===== config.mk =====
export PLATFORM = sky130hd
export DESIGN_NAME = bet_number_buffer
export DESIGN_NICKNAME = d
export VERILOG_FILES = /design/src/rtl/bet_number_buffer.sv
export SDC_FILE = /design/constraint.sdc
export NUM_CORES = 1
export LEC_CHECK = 0
export BUFFER_PORTS_ARGS = -buffer_cell sky130_fd_sc_hd__buf_2
export CORE_ASPECT_RATIO = 0.7
export CORE_MARGIN = 3
export CORE_UTILIZATION = 55
export DETAILED_ROUTE_END_ITERATION = 12
export GPL_TIMING_DRIVEN = 0
export PLACE_DENSITY = 0.88
export SLEW_MARGIN = 20
export SYNTH_ARGS = -nofsm -noshare
export SYNTH_HDL_FRONTEND = slang
export SYNTH_SLANG_ARGS = --single-unit

===== constraint.sdc =====
create_clock -name clk -period 5.1 [get_ports clk]
set_input_delay 0.51 -clock clk [delete_from_list [all_inputs] [get_ports clk]]
set_output_delay 0.51 -clock clk [all_outputs]
set_load 0.02 [all_outputs]

===== src/rtl/bet_number_buffer.sv =====
// Roulette bet-number entry buffer: collects up to four distinct positions (0..7)
// from keypad digits 1..8, with duplicate rejection, clear and confirm handling.
module bet_number_buffer #(
  parameter logic [3:0] NUMBER_INPUT_STATE = 4'd3,
  parameter logic [3:0] KEY_CLEAR          = 4'd11,
  parameter logic [3:0] KEY_CONFIRM        = 4'd10
) (
  input  logic       clk,
  input  logic       rst,
  input  logic [3:0] state,
  input  logic       key_valid,
  input  logic [3:0] key_value,
  input  logic [2:0] bet_count,
  input  logic       clear_input,
  input  logic       reset_round,
  output logic [2:0] user_num0,
  output logic [2:0] user_num1,
  output logic [2:0] user_num2,
  output logic [2:0] user_num3,
  output logic [3:0] slot_valid,
  output logic [2:0] entry_count,
  output logic [1:0] num_store_idx,
  output logic       entry_full,
  output logic       dup_reject,
  output logic       confirm_pulse
);

  logic [2:0] num_r [4];
  logic [2:0] num_s [4];
  logic [3:0] slot_valid_r;
  logic [3:0] slot_valid_s;
  logic [2:0] entry_count_r;
  logic [2:0] entry_count_s;
  logic [3:0] prev_state_r;
  logic       dup_r;
  logic       dup_s;
  logic       confirm_r;
  logic       confirm_s;

  logic [2:0] eff_count_s;
  logic [2:0] last_slot_s;
  logic       entry_edge_s;
  logic       in_entry_s;
  logic       is_digit_s;
  logic [2:0] digit_pos_s;
  logic       dup_hit_s;
  logic       room_s;
  logic       full_s;

  // Clamp the requested bet count into the legal 1..4 range
  always_comb begin
    if (bet_count == 3'd0) begin
      eff_count_s = 3'd1;
    end else if (bet_count > 3'd4) begin
      eff_count_s = 3'd4;
    end else begin
      eff_count_s = bet_count;
    end
  end

  assign last_slot_s  = eff_count_s - 3'd1;
  assign in_entry_s   = (state == NUMBER_INPUT_STATE);
  assign entry_edge_s = in_entry_s && (prev_state_r != NUMBER_INPUT_STATE);
  assign is_digit_s   = (key_value >= 4'd1) && (key_value <= 4'd8);
  // Key 8 wraps to 3'b000 in the low bits, so subtracting one lands on position 7.
  assign digit_pos_s  = key_value[2:0] - 3'd1;
  assign full_s       = (entry_count_r == eff_count_s);
  // An over-full buffer (bet count lowered after entry) also accepts no digits.
  assign room_s       = (entry_count_r < eff_count_s);

  // Compare the pending digit against every occupied slot
  always_comb begin
    dup_hit_s = 1'b0;
    for (int i = 0; i < 4; i++) begin
      if (slot_valid_r[i] && (num_r[i] == digit_pos_s)) begin
        dup_hit_s = 1'b1;
      end else begin
        dup_hit_s = dup_hit_s;
      end
    end
  end

  // Next-state for slots, count and pulses, ordered by event priority
  always_comb begin
    num_s         = num_r;
    slot_valid_s  = slot_valid_r;
    entry_count_s = entry_count_r;
    dup_s         = 1'b0;
    confirm_s     = 1'b0;
    if (reset_round || clear_input || entry_edge_s) begin
      for (int i = 0; i < 4; i++) begin
        num_s[i] = 3'd0;
      end
      slot_valid_s  = 4'd0;
      entry_count_s = 3'd0;
    end else if (key_valid && in_entry_s) begin
      if (key_value == KEY_CLEAR) begin
        for (int i = 0; i < 4; i++) begin
          num_s[i] = 3'd0;
        end
        slot_valid_s  = 4'd0;
        entry_count_s = 3'd0;
      end else if (key_value == KEY_CONFIRM) begin
        if (full_s) begin
          confirm_s = 1'b1;
        end else begin
          confirm_s = 1'b0;
        end
      end else if (is_digit_s && room_s) begin
        if (dup_hit_s) begin
          dup_s = 1'b1;
        end else begin
          num_s[entry_count_r[1:0]]        = digit_pos_s;
          slot_valid_s[entry_count_r[1:0]] = 1'b1;
          entry_count_s                    = entry_count_r + 3'd1;
        end
      end else begin
        dup_s = 1'b0;
      end
    end else begin
      dup_s = 1'b0;
    end
  end

  // State registers with asynchronous reset
  always_ff @(posedge clk or posedge rst) begin
    if (rst) begin
      for (int i = 0; i < 4; i++) begin
        num_r[i] <= 3'd0;
      end
      slot_valid_r  <= 4'd0;
      entry_count_r <= 3'd0;
      prev_state_r  <= 4'd0;
      dup_r         <= 1'b0;
      confirm_r     <= 1'b0;
    end else begin
      num_r         <= num_s;
      slot_valid_r  <= slot_valid_s;
      entry_count_r <= entry_count_s;
      prev_state_r  <= state;
      dup_r         <= dup_s;
      confirm_r     <= confirm_s;
    end
  end

  // Cursor stops on the last slot once the set is complete
  always_comb begin
    if (entry_count_r < eff_count_s) begin
      num_store_idx = entry_count_r[1:0];
    end else begin
      num_store_idx = last_slot_s[1:0];
    end
  end

  assign user_num0     = num_r[0];
  assign user_num1     = num_r[1];
  assign user_num2     = num_r[2];
  assign user_num3     = num_r[3];
  assign slot_valid    = slot_valid_r;
  assign entry_count   = entry_count_r;
  assign entry_full    = full_s;
  assign dup_reject    = dup_r;
  assign confirm_pulse = confirm_r;

endmodule

==> qor.yml <==
ys.warnings.count: 0
hp-start: "state[1]"
power_density_nw_per_um2: 223
relSlewSlack_pct: 37.2
design_area_um2: 1750
async_reset_ff_share_pct: 100
setup_slack_ns: 2.33
rsz0062_at_grt: "false"
r2r-start: "entry_count[2]"
clock_path_buffers: 2
max-cap-violations: 0
hold_viol_final: 0
path_class: "in2reg"
end_kind: "flop"
clkTransAtPathRegs_ns: 0.09
clock_latency_ns: 0.28
syn_area_per_cell_um2: 10.1
io_pins: 40
finalWirelength_um: 3630
worst_pin_slew_ns: 0.941
drive_gt1_share_pct: 27.0
dp_cells: 219
clock.fmax_mhz: 361
hp-class: "in2reg"
final_cells: 223
regArea_um2: 626
nFillCells: 180
crit_required_ns: 5.29
cts-root-buf: "clkbuf_8"
grt_pass1_wl_um: 6110
start_util_pct: 58.9
status: "complete, no violations"
drc: 0
synthCells: 146
ir_drop_mv: 0.197
post-route-period-util_pct: 54.3
die_h_um: 49.3
die_area_um2: 3340
n_antenna_cell: 0
yosysTopAreaCellShare_pct: 42.6
drtPass1Iterations: 4
antenna_found_initial: 0
skew_ns: 0.0136
syn_to_final_growth_pct: 19.3
crit_start: "key_value[0]"
cts_setup_buffers: 0
vias: 1277
critPathMaxFanout: 7
fin_util_pct: 70.3
cp_common_cell: "buf_2"
cts-htree-levels: 1
multi_input_area_um2: 790
gr-total-overflow: 0
ys_top_cells_by_count: "dfrtp_1, nand2_1, mux2i_1"
fin_nets: 218
viasPerCell: 5.73
gp_congestion: 0.854
arrival_ns: 2.96
place.detailed.hpwl_um: 2780
rows: 15
synth-edff-count: 0
placed_area_um2: 1710
drtIter0Drc: 82
port_buffers: 39
grt_max_degree: 26
first_global_vias: 1298
ys.flop_type: "dfrtp_1"
yosysUniqueCellTypes: 33
worst_path_largest_cell_delay_ns: 0.49
core-area_um2: 2500
grt_use_total_pct: 24.6
post_cts_resized: 0
holdWs_ns: 0.359
synth_seq_area_share_pct: 42.6
power_mw: 0.392
critPathLaunchType: "primary input"
pre_cts_ws_ns: 2.11
finalSetupTns_ns: 0
cts_buffers: 3
crit_path_cell_trace: "buf_2 > buf_2 > inv_1 > ha_1 > xnor2_1 > o221ai_1 > a21oi_2 > nand3_1 > a21boi_0"
cts_sinks: 25
slew_violations: 0
cts_tree: "yes"
slowest_stage: "xnor2_1"
wl_per_cell_um: 16.3
syn_nets: 174
setup_violations: 0
synth.ff_latch_count: 25
antenna_left: 0
postCtsHoldBufs: 0
synth_area_um2: 1470
synthTopCellsByArea: "dfrtp_1, ha_1, mux2i_1"
yosysTopAreaCell: "dfrtp_1"
period_minus_slack_ns: 2.77
yosysMostFrequentCell: "dfrtp_1"
die_x_um: 67.8
leakage_nw: 0.968
==> layout by cell type, fill, tap and decap left out, types with 2 or more instances in the layout <==
cell type / count
nand2b_1: 3
ha_1: 12
mux2i_1: 14
nand2_1: 21
nand4_1: 2
buf_2: 41
o21ai_0: 2
xor2_1: 8
a21boi_0: 4
nor3_1: 2
nor2_1: 6
a21oi_1: 5
nand3_1: 9
clkbuf_8: 3
inv_1: 11
xnor2_1: 3
dfrtp_1: 25
==> registers in the layout, indices dropped and copies added, names as in the netlist <==
| register | count |
|---|---|
| confirm_pulse | 1 |
| dup_reject | 1 |
| entry_count | 3 |
| prev_state_r | 4 |
| slot_valid | 4 |
| user_num0 | 3 |
| user_num1 | 3 |
| user_num2 | 3 |
| user_num3 | 3 |
==> layout make-up <==
| class | instances | area share [%] |
|---|---|---|
| Buffer | 3 | 0.785 |
| Sequential cell | 25 | 35.7 |
| Tap cell | 34 | 2.43 |
| Inverter | 11 | 2.35 |
| Clock buffer | 3 | 2.35 |
| Clock inverter | 1 | 0.285 |
| Timing Repair Buffer | 39 | 11.1 |
| Multi-Input combinational cell | 107 | 45.0 |
==> layer usage <==
layer  vias up  share of wire [%]  track usage (%)
met5         -                  0                0
met4         0                1.4             5.61
met3         7                6.3             5.07
met2        58                 52             44.3
met1       622                 41             29.5
li1        590                  -                -
==> power by group <==
part	internal, mW	switching, mW
clock network	0.0547	0.0639
registers	0.201	0.00238
logic	0.0239	0.0455
==> critical path: cells and delay by family <==
family	cells	cell delay, ns
adders and majority gates	1	0.23
buffers and inverters	3	0.44
xor gates and xnor gates	1	0.49
AOI/OAI and AO/OA	3	0.99
and+or+nand+nor	1	0.28
==> cell families (layout without fill, tap and decap cells) <==
logic type,count (synthesis),after routing,synth area share [%]
simple gates,50,50,16.8
flops,25,25,42.6
compound gates,20,20,10.6
mux,14,14,9.53
buf+inv,14,57,3.74
fa+ha+maj,12,12,10.2
xor+xnor,11,11,6.55
==> worst paths after layout <==
path | end | slack (ns) | depth (start not counted)
setup / recovery | slot_valid[0] | 2.33 | 9
hold / removal | prev_state_r[1] | 0.36 | 1
setup reg to reg | slot_valid[0] | 2.78 | 7
hold reg to reg | user_num3[0] | 0.57 | 2
max in group asynchronous | user_num0[2] | 4.09 | 2
min in group asynchronous | user_num1[2] | 0.43 | 2
Note: power is estimated with default switching activity, not from simulation.
